<file path="src/rtl/p2s_rr_arbiter.sv">
// ---------------------------------------------------------------------------
// p2s_rr_arbiter
//   Round-robin arbiter that shares one parallel-to-serial converter between
//   M parallel-word requesters. One requester is granted at a time for a burst
//   of up to BURST words. Priority then rotates so that the previous grantee
//   becomes the lowest-priority requester.
//
// Ports
//   clk      in   1     rising-edge clock
//   rstn     in   1     asynchronous active-low reset
//   s_data   in   M*N   requester words, requester i at [i*N +: N]
//   s_valid  in   M     per-requester valid
//   s_ready  out  M     per-requester ready (at most one bit high)
//   m_data   out  N     word towards p2s par_data
//   m_valid  out  1     towards p2s par_valid
//   m_ready  in   1     from p2s par_ready
//   m_id     out  IDW   index of the granted requester (valid with m_valid)
// ---------------------------------------------------------------------------
module p2s_rr_arbiter #(
  parameter int N     = 8,
  parameter int M     = 4,
  parameter int BURST = 4,
  localparam int IDW  = $clog2(M)
) (
  input  logic             clk,
  input  logic             rstn,
  input  logic [M*N-1:0]   s_data,
  input  logic [M-1:0]     s_valid,
  output logic [M-1:0]     s_ready,
  output logic [N-1:0]     m_data,
  output logic             m_valid,
  input  logic             m_ready,
  output logic [IDW-1:0]   m_id
);

  localparam int CNTW = $clog2(BURST + 1);

  localparam logic [0:0] IDLE  = 1'b0;
  localparam logic [0:0] GRANT = 1'b1;

  logic [0:0]      state_r;
  logic [IDW-1:0]  grant_r;
  logic [IDW-1:0]  rr_ptr_r;
  logic [CNTW-1:0] beat_cnt_r;

  logic [N-1:0]    words_s [M];
  logic [IDW-1:0]  pick_s;
  logic [IDW-1:0]  next_ptr_s;
  logic            gnt_valid_s;
  logic            xfer_s;
  logic            release_s;

  // First requesting index found when scanning ptr, ptr+1, ... modulo M.
  function automatic logic [IDW-1:0] rr_pick(input logic [M-1:0]   req,
                                             input logic [IDW-1:0] ptr);
    logic [IDW-1:0] pick;
    logic [IDW-1:0] idx;
    logic           found;
    pick  = ptr;
    found = 1'b0;
    for (int k = 0; k < M; k++) begin
      idx = IDW'((int'(ptr) + k) % M);
      if (!found && req[idx]) begin
        pick  = idx;
        found = 1'b1;
      end else begin
        pick  = pick;
      end
    end
    return pick;
  endfunction

  // Split the flat requester bus into per-requester words.
  always_comb begin
    for (int i = 0; i < M; i++) begin
      words_s[i] = s_data[i*N +: N];
    end
  end

  // Arbitration, transfer and release decode.
  always_comb begin
    pick_s      = rr_pick(s_valid, rr_ptr_r);
    gnt_valid_s = s_valid[grant_r];
    xfer_s      = (state_r == GRANT) && gnt_valid_s && m_ready;
    // A missing word ends the grant immediately; otherwise the last beat does.
    release_s   = (state_r == GRANT) &&
                  (!gnt_valid_s || (xfer_s && (beat_cnt_r == CNTW'(BURST - 1))));
    if (grant_r == IDW'(M - 1)) begin
      next_ptr_s = '0;
    end else begin
      next_ptr_s = grant_r + IDW'(1);
    end
  end

  // Output muxing from the registered grant; everything is zero while idle.
  always_comb begin
    m_data  = '0;
    m_valid = 1'b0;
    m_id    = '0;
    s_ready = '0;
    if (state_r == GRANT) begin
      m_data           = words_s[grant_r];
      m_valid          = gnt_valid_s;
      m_id             = grant_r;
      s_ready[grant_r] = m_ready;
    end else begin
      m_data  = '0;
    end
  end

  // Grant state machine, rotating pointer and beat counter.
  always_ff @(posedge clk or negedge rstn) begin
    if (!rstn) begin
      state_r    <= IDLE;
      grant_r    <= '0;
      rr_ptr_r   <= '0;
      beat_cnt_r <= '0;
    end else begin
      case (state_r)
        IDLE: begin
          if (|s_valid) begin
            grant_r    <= pick_s;
            beat_cnt_r <= '0;
            state_r    <= GRANT;
          end
        end
        GRANT: begin
          if (release_s) begin
            rr_ptr_r   <= next_ptr_s;
            beat_cnt_r <= '0;
            state_r    <= IDLE;
          end else if (xfer_s) begin
            beat_cnt_r <= beat_cnt_r + CNTW'(1);
          end
        end
        default: begin
          state_r    <= IDLE;
          beat_cnt_r <= '0;
        end
      endcase
    end
  end

endmodule

</file>
<file path="config.mk">
export PLATFORM = sky130hd
export DESIGN_NAME = p2s_rr_arbiter
export DESIGN_NICKNAME = d
export VERILOG_FILES = /design/src/rtl/p2s_rr_arbiter.sv
export SDC_FILE = /design/constraint.sdc
export NUM_CORES = 1
export LEC_CHECK = 0
export BUFFER_PORTS_ARGS = -buffer_cell sky130_fd_sc_hd__buf_2
export CAP_MARGIN = 20
export CORE_MARGIN = 2
export CORE_UTILIZATION = 27
export DETAILED_ROUTE_END_ITERATION = 6
export MAX_ROUTING_LAYER = met4
export PLACE_DENSITY_LB_ADDON = 0.1
export SLEW_MARGIN = 20
export SYNTH_ARGS = -nofsm -noshare
export SYNTH_HDL_FRONTEND = slang
export SYNTH_SLANG_ARGS = --single-unit
export TNS_END_PERCENT = 10
</file>
<file path="constraint.sdc">
create_clock -name clk -period 1.86 [get_ports clk]
set_clock_uncertainty 0.1 [all_clocks]
set_input_delay 0.186 -clock clk [delete_from_list [all_inputs] [get_ports clk]]
set_output_delay 0.186 -clock clk [all_outputs]
set_load 0.05 [all_outputs]
</file>
==> results of run 1 <==
==> layout make-up <==
class,count,area [sq um]
Fill cell,299,1680
Multi-Input combinational cell,63,627
Timing Repair Buffer,61,408
Sequential cell,8,201
Tap cell,44,55.1
Inverter,8,30.0
Clock buffer,3,22.5
==> sequential cells by signal, indices dropped and copies added, names as in the netlist <==
register / cells
beat_cnt_r: 3
grant_r: 2
rr_ptr_r: 2
state_r: 1
==> worst max-delay path by stage <==
stage          slack (ns)        end
6_report            -0.03  m_data[6]
5_1_grt             -0.08  m_data[7]
3_5_place_dp         0.12  m_data[0]
4_1_cts             -0.09  m_data[6]
3_3_place_gp         0.16  m_data[6]
2_1_floorplan        0.04  m_data[0]
==> repair_timing <==
item	CTS	global route
hold buffers	1	0
pin swaps	0	1
resized for setup	32	4
endpoints found under the setup margin	9	13
endpoints found under the hold margin	8	0
gates cloned	0	0
buffers inserted	2	0
==> logic make-up (layout without fill, tap and decap cells) <==
| kind of cell | count (synthesis) | after routing |
|---|---|---|
| AND/OR/NAND/NOR | 29 | 29 |
| adder cells (fa/ha/maj) | 6 | 6 |
| flip-flops | 8 | 8 |
| AO/OA/AOI/OAI | 16 | 16 |
| multiplexers | 12 | 12 |
| buffers and inverters | 12 | 72 |
==> through the flow <==
| stage | power (mW) | cells | TNS, ns | hold slack (ns) |
|---|---|---|---|---|
| 6_report | 2.36 | 187 | -0.103 | 0.211 |
| 5_1_grt | 2.52 | 187 | -0.582 | 0.233 |
| 4_1_cts | 2.37 | 187 | -0.613 | 0.200 |
| 3_5_place_dp | 1.91 | 181 | 0 | -0.0649 |
| 3_3_place_gp | 1.90 | 181 | 0 | -0.0638 |
| 2_1_floorplan | 1.53 | 83 | 0 | -0.210 |
==> critical path, stage by stage, from the launching register on <==
cell and delay [ns]:
sky130_fd_sc_hd__dfrtp_2 0.41, sky130_fd_sc_hd__buf_6 0.15, sky130_fd_sc_hd__mux4_2 0.49, sky130_fd_sc_hd__and2_4 0.17, sky130_fd_sc_hd__buf_6 0.14
==> report_power, final <==
part	internal (mW)	switching, mW	total, mW
clock	0.0733	0.0513	0.125
combinational	0.858	1.04	1.90
sequential	0.246	0.0886	0.334
total	1.18	1.18	2.36
==> cell usage in the layout, fill, tap and decap left out, drive strengths merged, types with 3 or more instances in the layout <==
| cell type | synthesis | routed |
|---|---|---|
| a21oi | 3 | 3 |
| and2 | 10 | 10 |
| and3 | 4 | 4 |
| buf | 2 | 60 |
| clkbuf | 2 | 3 |
| dfrtp | 8 | 8 |
| ha | 6 | 6 |
| inv | 8 | 8 |
| mux4 | 9 | 9 |
| nand2b | 3 | 3 |
| o22ai | 4 | 4 |
==> per-layer routing <==
layer	vias to the layer above	track usage, %	share of wire (%)
met2	31	23.6	49
met4	0	4.76	0.35
li1	430	-	-
met1	404	17.1	44
met3	2	1.52	6.4
met5	-	-	0
==> impl_table.tex, run 1 <==
\begin{tabular}{lr}
\hline
Metric & Value \\
\hline
\multicolumn{2}{l}{\textbf{Power}} \\
Power density of the placed cells & 1750 mW/mm\^{}2 \\
Worst ir drop on vdd & 0.706 mV \\
Leakage power figure & 0.663 nW \\
\multicolumn{2}{l}{\textbf{Critical path}} \\
Crit path launch & grant\_r[0]\$\_DFFE\_PN0P\_ \\
Capture instance of the worst register-to-register path & rr\_ptr\_r[1]\$\_DFFE\_PN0P\_ \\
Largest fanout of any net on the critical path & 5 \\
Reg-to-reg slack, setup & 0.08 ns \\
Crit. End Element & output pin \\
Kind of critical path & flip-flop to output pin \\
Data required, critical path & 1.57 ns \\
Arrival time at the worst endpoint & 1.60 ns \\
Worst-case reg-to-reg path depth & 4 \\
Startpoint of the worst register-to-register path & grant\_r[0]\$\_DFFE\_PN0P\_ \\
CP startpoint kind & flip-flop \\
\multicolumn{2}{l}{\textbf{Floorplan}} \\
CORE AREA & 0.00303 sq mm \\
Die X & 60.2 um \\
Die footprint & 0.00362 sq mm \\
Top-Level Pins & 54 \\
Starting Density & 28.1\% \\
Floorplan die height & 60.2 um \\
Num rows & 20 \\
\multicolumn{2}{l}{\textbf{Clocking}} \\
\# clock sinks & 8 \\
CTS Buf Count & 3 \\
Insertion delay of the later-clocked pin in the worst-skew pair & 0.24 ns \\
Maximum buffer depth of the clock tree & 2 \\
Worst-path clk slew & 0.05 ns \\
Clock H-tree levels & 1 \\
Root Buffer Master & sky130\_fd\_sc\_hd\_\_clkbuf\_4 \\
Clock tree from TritonCTS & built \\
\multicolumn{2}{l}{\textbf{Final layout}} \\
Final Net Count & 190 \\
Layout Area Growth over Synthesis & 57.7\% \\
Share of post-route cells with drive strength above 1 & 60.8\% \\
Post-layout utilization of the core & 44.4\% \\
Number of antenna cells inserted & 0 \\
Final instance area & 0.00134 sq mm \\
\multicolumn{2}{l}{\textbf{Timing}} \\
Setup repair after global routing missed its margin & yes \\
Transition time at the pin with the least slew margin & 0.377 ns \\
Final hold violation count & 0 \\
Number of max-slew violations in the final report & 0 \\
Least setup slack across all paths after layout & -0.0279 ns \\
Min cycle time layout & 1.89 ns \\
Final setup violation count & 8 \\
Achievable clock frequency & 530 MHz \\
Share of the clock period used by the worst path & 101\% \\
Slew headroom & 74.5\% \\
\multicolumn{2}{l}{\textbf{Routing}} \\
Drt via density & 4.64 \\
Routed via count & 867 \\
Number of remaining DRC errors & 0 \\
DRC violation total after the first TritonRoute iteration & 16 \\
TritonRoute pass-1 iters & 4 \\
Wirelength, routed & 2320 um \\
Detail-routed net length per standard cell & 12.4 um \\
Antenna violation net count after detailed routing & 0 \\
\multicolumn{2}{l}{\textbf{Yosys}} \\
Gate count after technology mapping & 83 \\
Count of flip-flops with a built-in enable after synthesis & 0 \\
Post-synth cell types & 31 \\
Warning count from the yosys run & 0 \\
Synth top area share & 23.8\% \\
Area fraction in compound gates after synthesis & 14.5\% \\
Yosys reg bits & 8 \\
Most common library cells after synthesis & sky130\_fd\_sc\_hd\_\_and2\_1 (10), sky130\_fd\_sc\_hd\_\_mux4\_2 (9), sky130\_fd\_sc\_hd\_\_dfrtp\_1 (8), sky130\_fd\_sc\_hd\_\_inv\_1 (8), sky130\_fd\_sc\_hd\_\_ha\_1 (6) \\
Dominant synthesized flop cell & sky130\_fd\_sc\_hd\_\_dfrtp\_1 \\
Share of the yosys chip area belonging to registers & 23.5\% \\
Synth area leaders & sky130\_fd\_sc\_hd\_\_mux4\_2 (24\%), sky130\_fd\_sc\_hd\_\_dfrtp\_1 (23\%), sky130\_fd\_sc\_hd\_\_ha\_1 (8.8\%), sky130\_fd\_sc\_hd\_\_and2\_1 (7.3\%), sky130\_fd\_sc\_hd\_\_inv\_1 (3.5\%) \\
Post-synthesis simple-gate area fraction & 20.1\% \\
Synthesized-area fraction occupied by adder cells & 8.81\% \\
Post-synthesis average cell area & 10.3 sq um \\
Async S/R FF share, synth & 100\% \\
Area share of xor/xnor cells in the synthesized design & 0\% \\
Netlist area before placement & 852 sq um \\
Synthesized netlist net count & 128 \\
Most frequently used cell type in the post-synthesis netlist & sky130\_fd\_sc\_hd\_\_and2\_1 \\
Largest family of logic cells by synthesized area & multiplexers \\
Multiplexer share of the synthesized area & 27.5\% \\
Library cell with the largest summed area after synthesis & sky130\_fd\_sc\_hd\_\_mux4\_2 \\
\multicolumn{2}{l}{\textbf{Global routing}} \\
Via count of the first global-routing pass & 849 \\
Number of antenna violations at the first check in global routing & 0 \\
Total gr overflow & 0 \\
Global-route wire length before repair & 3670 um \\
Pin count of the biggest net entering global routing & 15 \\
Overall routing resource usage & 13.9\% \\
\multicolumn{2}{l}{\textbf{Placement}} \\
Placed instance area & 0.00119 sq mm \\
Final weighted congestion of routability-driven global placement & 0.788 \\
Worst setup timing slack at the placement stage & 0.122 ns \\
Final HPWL from detailed placement & 1950 um \\
\# port buffers & 53 \\
\multicolumn{2}{l}{\textbf{Run}} \\
Max Cap Violations & 0 \\
\multicolumn{2}{l}{\textbf{Status}} \\
Violations in the final reports & negative setup slack \\
Outcome & complete, but fails checks \\
\multicolumn{2}{l}{\textbf{Worst hold path}} \\
HP Class & input port to async pin \\
\hline
\end{tabular}
No activity file was read; power rests on OpenSTA's default activity.
==> run 2, diff against run 1 <==
- clock period: 1.86 -> 1.8 ns (I/O delays scaled with it)
==> run 2 against run 1 <==
The run still ends with negative setup slack left. Largest power group unchanged. Worst setup slack got worse by 0.14 ns. Final area increased by 3.9%. Wire length increased by 5.2%. Sequential power increased by 9.6%. Critical path depth unchanged. Hold slack got worse by 0.0058 ns. First-iteration DRC count increased by 63%. Clock power about the same. Flip-flop and latch count unchanged. Sequential share of layout area decreased by 0.47 points. Critical endpoint is now m_data[5]. Total power increased by 9.7%.
==> impl_table.tex, run 2 (synthesized netlist as in run 1, its figures left out) <==
\begin{tabular}{lr}
\hline
Metric & Value \\
\hline
\multicolumn{2}{l}{\textbf{Status}} \\
Outcome & complete, but fails checks (unchanged) \\
Violations in the final reports & negative setup slack (unchanged) \\
\multicolumn{2}{l}{\textbf{Final layout}} \\
Share of post-route cells with drive strength above 1 & 62.5\% (was 60.8\%) \\
Register ranked first by flip-flop count & beat\_cnt\_r (unchanged) \\
Layout Area Growth over Synthesis & 63.9\% (was 57.7\%) \\
Footprint of the flip-flops and latches & 203 sq um (was 201 sq um) \\
Multi-input gate area in the final layout & 627 sq um (unchanged) \\
Final Instance Count excl. Fillers & 188 (was 187) \\
Post-layout utilization of the core & 46.1\% (was 44.4\%) \\
Leading cell types in the layout, fill and taps excluded & sky130\_fd\_sc\_hd\_\_buf\_2 (41), sky130\_fd\_sc\_hd\_\_mux4\_2 (9), sky130\_fd\_sc\_hd\_\_and2\_4 (9), sky130\_fd\_sc\_hd\_\_buf\_6 (9) (was sky130\_fd\_sc\_hd\_\_buf\_2 (42), sky130\_fd\_sc\_hd\_\_buf\_6 (12), sky130\_fd\_sc\_hd\_\_mux4\_2 (9), sky130\_fd\_sc\_hd\_\_and2\_4 (9)) \\
Number of antenna cells inserted & 0 (unchanged) \\
Final Net Count & 191 (was 190) \\
Number of flip-flops under the largest register name & 3 (unchanged) \\
Top Registers & beat\_cnt\_r (3), grant\_r (2), rr\_ptr\_r (2) (unchanged) \\
FILL cells & 279 (was 299) \\
Commonest non-fill, non-tap cell in the layout & sky130\_fd\_sc\_hd\_\_buf\_2 (unchanged) \\
\multicolumn{2}{l}{\textbf{Timing}} \\
Slew headroom & 77.5\% (was 74.5\%) \\
Setup repair after global routing missed its margin & yes (unchanged) \\
Share of the clock period used by the worst path & 109\% \\
Worst Hold Slack & 0.205 ns (was 0.211 ns) \\
Number of max-slew violations in the final report & 0 (unchanged) \\
Achievable clock frequency & 509 MHz \\
Final setup violation count & 9 (was 8) \\
Final hold violation count & 0 (unchanged) \\
Transition time at the pin with the least slew margin & 0.333 ns (was 0.377 ns) \\
Setup TNS Final & -1.22 ns (was -0.103 ns) \\
Least setup slack across all paths after layout & -0.165 ns (was -0.0279 ns) \\
Min cycle time layout & 1.96 ns \\
\multicolumn{2}{l}{\textbf{Worst hold path}} \\
HP Class & input port to async pin (unchanged) \\
\multicolumn{2}{l}{\textbf{Floorplan}} \\
Starting Density & 28.1\% (unchanged) \\
Die X & 60.2 um (unchanged) \\
CORE AREA & 0.00303 sq mm (unchanged) \\
Num rows & 20 (unchanged) \\
Floorplan die height & 60.2 um (unchanged) \\
Die footprint & 0.00362 sq mm (unchanged) \\
Top-Level Pins & 54 (unchanged) \\
\multicolumn{2}{l}{\textbf{Power}} \\
Final Total Pwr & 2.58 mW (was 2.36 mW) \\
Worst ir drop on vdd & 0.530 mV (was 0.706 mV) \\
Power density of the placed cells & 1850 mW/mm\^{}2 (was 1750 mW/mm\^{}2) \\
Leakage power figure & 0.684 nW (was 0.663 nW) \\
\multicolumn{2}{l}{\textbf{Routing}} \\
Wirelength, routed & 2440 um (was 2320 um) \\
TritonRoute pass-1 iters & 4 (unchanged) \\
Drt via density & 4.67 (was 4.64) \\
Number of remaining DRC errors & 0 (unchanged) \\
Routed via count & 878 (was 867) \\
Detail-routed net length per standard cell & 13.0 um (was 12.4 um) \\
DRC violation total after the first TritonRoute iteration & 26 (was 16) \\
Antenna violation net count after detailed routing & 0 (unchanged) \\
\multicolumn{2}{l}{\textbf{Clocking}} \\
Insertion delay of the later-clocked pin in the worst-skew pair & 0.24 ns (about the same) \\
\# clock sinks & 8 (unchanged) \\
Root Buffer Master & sky130\_fd\_sc\_hd\_\_clkbuf\_4 (unchanged) \\
CTS Buf Count & 3 (unchanged) \\
Maximum buffer depth of the clock tree & 2 (unchanged) \\
Clock H-tree levels & 1 (unchanged) \\
Worst-path clk slew & 0.05 ns (about the same) \\
Clock tree from TritonCTS & built (unchanged) \\
\multicolumn{2}{l}{\textbf{Global routing}} \\
Pin count of the biggest net entering global routing & 14 (was 15) \\
Number of antenna violations at the first check in global routing & 0 (unchanged) \\
Via count of the first global-routing pass & 825 (was 849) \\
Total gr overflow & 0 (unchanged) \\
Overall routing resource usage & 14.2\% (was 13.9\%) \\
Global-route wire length before repair & 3790 um (was 3670 um) \\
\multicolumn{2}{l}{\textbf{Placement}} \\
Cell count after placement & 182 (was 181) \\
Final HPWL from detailed placement & 1950 um (about the same) \\
\# port buffers & 53 (unchanged) \\
Final weighted congestion of routability-driven global placement & 0.781 (was 0.788) \\
\multicolumn{2}{l}{\textbf{Critical path}} \\
CP startpoint kind & flip-flop (unchanged) \\
CP max stage cell & sky130\_fd\_sc\_hd\_\_mux4\_2 (unchanged) \\
Stage delay of the slowest cell on the critical path & 0.48 ns (was 0.49 ns) \\
Crit path cell chain & bufbuf\_16 -> mux4\_2 -> and2\_4 -> buf\_6 (was buf\_6 -> mux4\_2 -> and2\_4 -> buf\_6) \\
Data required, critical path & 1.52 ns (was 1.57 ns) \\
Crit. End Element & output pin (unchanged) \\
Kind of critical path & flip-flop to output pin (unchanged) \\
Largest fanout of any net on the critical path & 6 (was 5) \\
Arrival time at the worst endpoint & 1.68 ns (was 1.60 ns) \\
Buffers plus inverters on the worst setup path & 2 (unchanged) \\
Critical path's top delay family & multiplexers (unchanged) \\
\multicolumn{2}{l}{\textbf{Run}} \\
Max Cap Violations & 0 (unchanged) \\
\hline
\end{tabular}
run 2: layer usage:
layer	up-vias	global-route usage, %	share of wire (%)
met3	0	1.95	7.4
li1	429	-	-
met4	0	2.86	0
met1	418	16.2	39
met5	-	-	0
met2	31	26.2	54
run 2: area by class of cell:
| cell class | instances | share of cell area, % |
|---|---|---|
| timing repair buffer | 62 | 32.9 |
| clock buffer | 3 | 1.61 |
| multi-input combinational | 63 | 44.9 |
| tap | 44 | 3.94 |
| inverter | 8 | 2.15 |
| sequential | 8 | 14.5 |
run 2: path summary, 6_finish.rpt:
kind	from	cells after the start	slack, ns	end
setup / recovery	grant_r[0]$_DFFE_PN0P_	4	-0.16	m_data[5]
hold / removal	rstn	2	0.21	beat_cnt_r[2]$_DFFE_PN0P_
setup reg to reg	grant_r[0]$_DFFE_PN0P_	4	0.06	rr_ptr_r[1]$_DFFE_PN0P_
hold reg to reg	beat_cnt_r[0]$_DFFE_PN0P_	1	0.38	beat_cnt_r[0]$_DFFE_PN0P_
max in group asynchronous	rstn	2	1.21	grant_r[1]$_DFFE_PN0P_
min in group clk	s_valid[1]	3	0.21	grant_r[0]$_DFFE_PN0P_
run 2: repair_timing:
action | CTS | global route
buffers inserted | 1 | 0
pin swaps | 3 | 2
hold buffers | 1 | 0
hold endpoints to repair | 8 | 0
setup endpoints to repair | 11 | 17
gates resized for setup | 33 | 7
cloned | 1 | 0
run 2: through the flow:
stage | area, sq um | setup WS, ns
floorplan | 853 | -0.0146
global placement | 1210 | 0.0735
detailed placement | 1210 | 0.0663
CTS | 1380 | -0.172
global route | 1400 | -0.208
finish | 1400 | -0.165
run 2: where the power goes:
group	leakage, nW	switching [mW]	internal (mW)
sequential	0.0981	0.109	0.256
clock	0.0138	0.0525	0.0757
combinational	0.572	1.08	1.01
total	0.684	1.24	1.34
run 2: worst reg2reg max path: cells and delay by family, from the launching register on:
family	cells	cell delay, ns
AO/OA/AOI/OAI	1	0.15
buffers and inverters	1	0.12
flip-flops	1	0.37
multiplexers	2	0.88
==> run 3, diff against run 2 <==
- MAX_ROUTING_LAYER: met4 -> not set
- PLACE_DENSITY: not set -> 0.65
- PLACE_DENSITY_LB_ADDON: 0.1 -> not set
- SKIP_CTS_REPAIR_TIMING: not set -> 1
==> run 3 against run 2 <==
The run still ends with negative setup slack left. Clock power about the same. Combinational power about the same. Worst setup slack better by 0.077 ns. Sequential power barely moved. Via count up 4.7%. Global-route usage decreased by 2.1 points. Register-to-register slack lost 0.02 ns. Flip-flop and latch count stayed put. Wire length increased by 0.37%. Hold slack worse by 0.0057 ns. Critical endpoint is now m_data[1].
==> impl_table.tex, run 3 (synthesized netlist as in run 1, its figures left out) <==
\begin{tabular}{lr}
\hline
Metric & Value \\
\hline
\multicolumn{2}{l}{\textbf{Status}} \\
Outcome & complete, but fails checks (unchanged) \\
Violations in the final reports & negative setup slack (unchanged) \\
\multicolumn{2}{l}{\textbf{Final layout}} \\
Final Net Count & 191 (unchanged) \\
Number of flip-flops under the largest register name & 3 (unchanged) \\
Top Registers & beat\_cnt\_r (3), grant\_r (2), rr\_ptr\_r (2) (unchanged) \\
Commonest non-fill, non-tap cell in the layout & sky130\_fd\_sc\_hd\_\_buf\_2 (unchanged) \\
Register ranked first by flip-flop count & beat\_cnt\_r (unchanged) \\
Share of post-route cells with drive strength above 1 & 62.5\% (unchanged) \\
Final Instance Count excl. Fillers & 188 (unchanged) \\
Multi-input gate area in the final layout & 633 sq um (was 627 sq um) \\
Number of antenna cells inserted & 0 (unchanged) \\
FILL cells & 278 (was 279) \\
Footprint of the flip-flops and latches & 203 sq um (unchanged) \\
Layout Area Growth over Synthesis & 63.0\% (was 63.9\%) \\
Leading cell types in the layout, fill and taps excluded & sky130\_fd\_sc\_hd\_\_buf\_2 (43), sky130\_fd\_sc\_hd\_\_mux4\_2 (9), sky130\_fd\_sc\_hd\_\_buf\_8 (9), sky130\_fd\_sc\_hd\_\_and2\_4 (8), sky130\_fd\_sc\_hd\_\_inv\_1 (7) (was sky130\_fd\_sc\_hd\_\_buf\_2 (41), sky130\_fd\_sc\_hd\_\_mux4\_2 (9), sky130\_fd\_sc\_hd\_\_and2\_4 (9), sky130\_fd\_sc\_hd\_\_buf\_6 (9)) \\
\multicolumn{2}{l}{\textbf{Timing}} \\
Slew headroom & 72.2\% (was 77.5\%) \\
Min cycle time layout & 1.89 ns (was 1.96 ns) \\
Achievable clock frequency & 530 MHz (was 509 MHz) \\
Least setup slack across all paths after layout & -0.0876 ns (was -0.165 ns) \\
Final hold violation count & 0 (unchanged) \\
Worst Hold Slack & 0.199 ns (was 0.205 ns) \\
Setup TNS Final & -0.631 ns (was -1.22 ns) \\
Final setup violation count & 9 (unchanged) \\
Setup repair after global routing missed its margin & yes (unchanged) \\
Number of max-slew violations in the final report & 0 (unchanged) \\
Transition time at the pin with the least slew margin & 0.411 ns (was 0.333 ns) \\
Share of the clock period used by the worst path & 105\% (was 109\%) \\
\multicolumn{2}{l}{\textbf{Critical path}} \\
Largest fanout of any net on the critical path & 5 (was 6) \\
Data required, critical path & 1.52 ns (about the same) \\
Arrival time at the worst endpoint & 1.61 ns (was 1.68 ns) \\
Crit. End Element & output pin (unchanged) \\
Kind of critical path & flip-flop to output pin (unchanged) \\
CP startpoint kind & flip-flop (unchanged) \\
\multicolumn{2}{l}{\textbf{Floorplan}} \\
Starting Density & 28.1\% (unchanged) \\
Top-Level Pins & 54 (unchanged) \\
Num rows & 20 (unchanged) \\
Floorplan die height & 60.2 um (unchanged) \\
Die footprint & 0.00362 sq mm (unchanged) \\
Die X & 60.2 um (unchanged) \\
CORE AREA & 0.00303 sq mm (unchanged) \\
\multicolumn{2}{l}{\textbf{Power}} \\
Leakage power figure & 0.677 nW (was 0.684 nW) \\
Power density of the placed cells & 1860 mW/mm\^{}2 (was 1850 mW/mm\^{}2) \\
Worst ir drop on vdd & 0.405 mV (was 0.530 mV) \\
Final Total Pwr & 2.58 mW (about the same) \\
\multicolumn{2}{l}{\textbf{Clocking}} \\
\# clock sinks & 8 (unchanged) \\
Clock tree from TritonCTS & built (unchanged) \\
Maximum buffer depth of the clock tree & 2 (unchanged) \\
Clock H-tree levels & 1 (unchanged) \\
CTS Buf Count & 3 (unchanged) \\
Worst-path clk slew & 0.05 ns (about the same) \\
Insertion delay of the later-clocked pin in the worst-skew pair & 0.25 ns (was 0.24 ns) \\
Root Buffer Master & sky130\_fd\_sc\_hd\_\_clkbuf\_4 (unchanged) \\
\multicolumn{2}{l}{\textbf{Global routing}} \\
Pin count of the biggest net entering global routing & 17 (was 14) \\
Overall routing resource usage & 12.1\% (was 14.2\%) \\
Total gr overflow & 0 (unchanged) \\
Via count of the first global-routing pass & 805 (was 825) \\
Global-route wire length before repair & 3280 um (was 3790 um) \\
Number of antenna violations at the first check in global routing & 0 (unchanged) \\
\multicolumn{2}{l}{\textbf{Routing}} \\
Antenna violation net count after detailed routing & 0 (unchanged) \\
Number of remaining DRC errors & 0 (unchanged) \\
Drt via density & 4.89 (was 4.67) \\
TritonRoute pass-1 iters & 4 (unchanged) \\
Wirelength, routed & 2450 um (was 2440 um) \\
Detail-routed net length per standard cell & 13.0 um (about the same) \\
Routed via count & 919 (was 878) \\
DRC violation total after the first TritonRoute iteration & 31 (was 26) \\
\multicolumn{2}{l}{\textbf{Placement}} \\
Cell count after placement & 182 (unchanged) \\
Worst setup timing slack at the placement stage & 0.0326 ns (was 0.0663 ns) \\
Final HPWL from detailed placement & 1980 um (was 1950 um) \\
\# port buffers & 53 (unchanged) \\
Final weighted congestion of routability-driven global placement & 0.847 (was 0.781) \\
\multicolumn{2}{l}{\textbf{Run}} \\
Max Cap Violations & 0 (unchanged) \\
\multicolumn{2}{l}{\textbf{Worst hold path}} \\
HP Class & input port to async pin (unchanged) \\
\hline
\end{tabular}
-- run 3: cell count changes in the layout (fill, tap and decap cells not counted), sizes merged --
cell,change
buf,+1
bufbuf,-1
-- run 3: layer usage --
metal	up-vias	track usage [%]	wire, um	part of all wire (%)
li1	432	-	-	-
met1	430	11.1	893	37
met2	53	24.2	1270	52
met3	4	2.81	257	11
met4	0	6.03	21	0.86
met5	-	0	0	0
-- run 3: layout make-up --
type                    count  share of cell area, %
multi-input cells          63                   45.6
flip-flops and latches      8                   14.6
repair buffers             62                   31.9
inverters                   8                   2.34
clock buffers               3                   1.62
well taps                  44                   3.96
-- run 3: path summary, 6_finish.rpt --
path | slack [ns] | end | depth (start not counted) | startpoint
worst max register to register | 0.04 | rr_ptr_r[1]$_DFFE_PN0P_ | 4 | grant_r[0]$_DFFE_PN0P_
worst max-delay path | -0.09 | m_data[1] | 4 | grant_r[0]$_DFFE_PN0P_
worst min-delay path | 0.20 | beat_cnt_r[1]$_DFFE_PN0P_ | 2 | rstn
max in group asynchronous | 1.22 | grant_r[1]$_DFFE_PN0P_ | 2 | rstn
worst min register to register | 0.39 | beat_cnt_r[0]$_DFFE_PN0P_ | 1 | beat_cnt_r[0]$_DFFE_PN0P_
min in group clk | 0.22 | grant_r[0]$_DFFE_PN0P_ | 3 | s_valid[1]
-- run 3: per-stage QoR --
step / area [sq um] / utilization, %
floorplan: 853 / -
global placement: 1200 / 39.7
detailed placement: 1200 / 39.7
CTS: 1220 / 40.4
global route: 1390 / 45.9
finish: 1390 / 45.9
-- run 3: critical path: stages (launching register included) --
cell and delay [ns]:
sky130_fd_sc_hd__dfrtp_2 0.41, sky130_fd_sc_hd__buf_6 0.15, sky130_fd_sc_hd__mux4_2 0.50, sky130_fd_sc_hd__and2_4 0.16, sky130_fd_sc_hd__buf_8 0.14
-- run 3: report_power, final --
part | internal, mW | switching, mW | leakage, nW
combinational | 0.981 | 1.10 | 0.566
sequential | 0.256 | 0.113 | 0.0978
clock | 0.0758 | 0.0531 | 0.0138
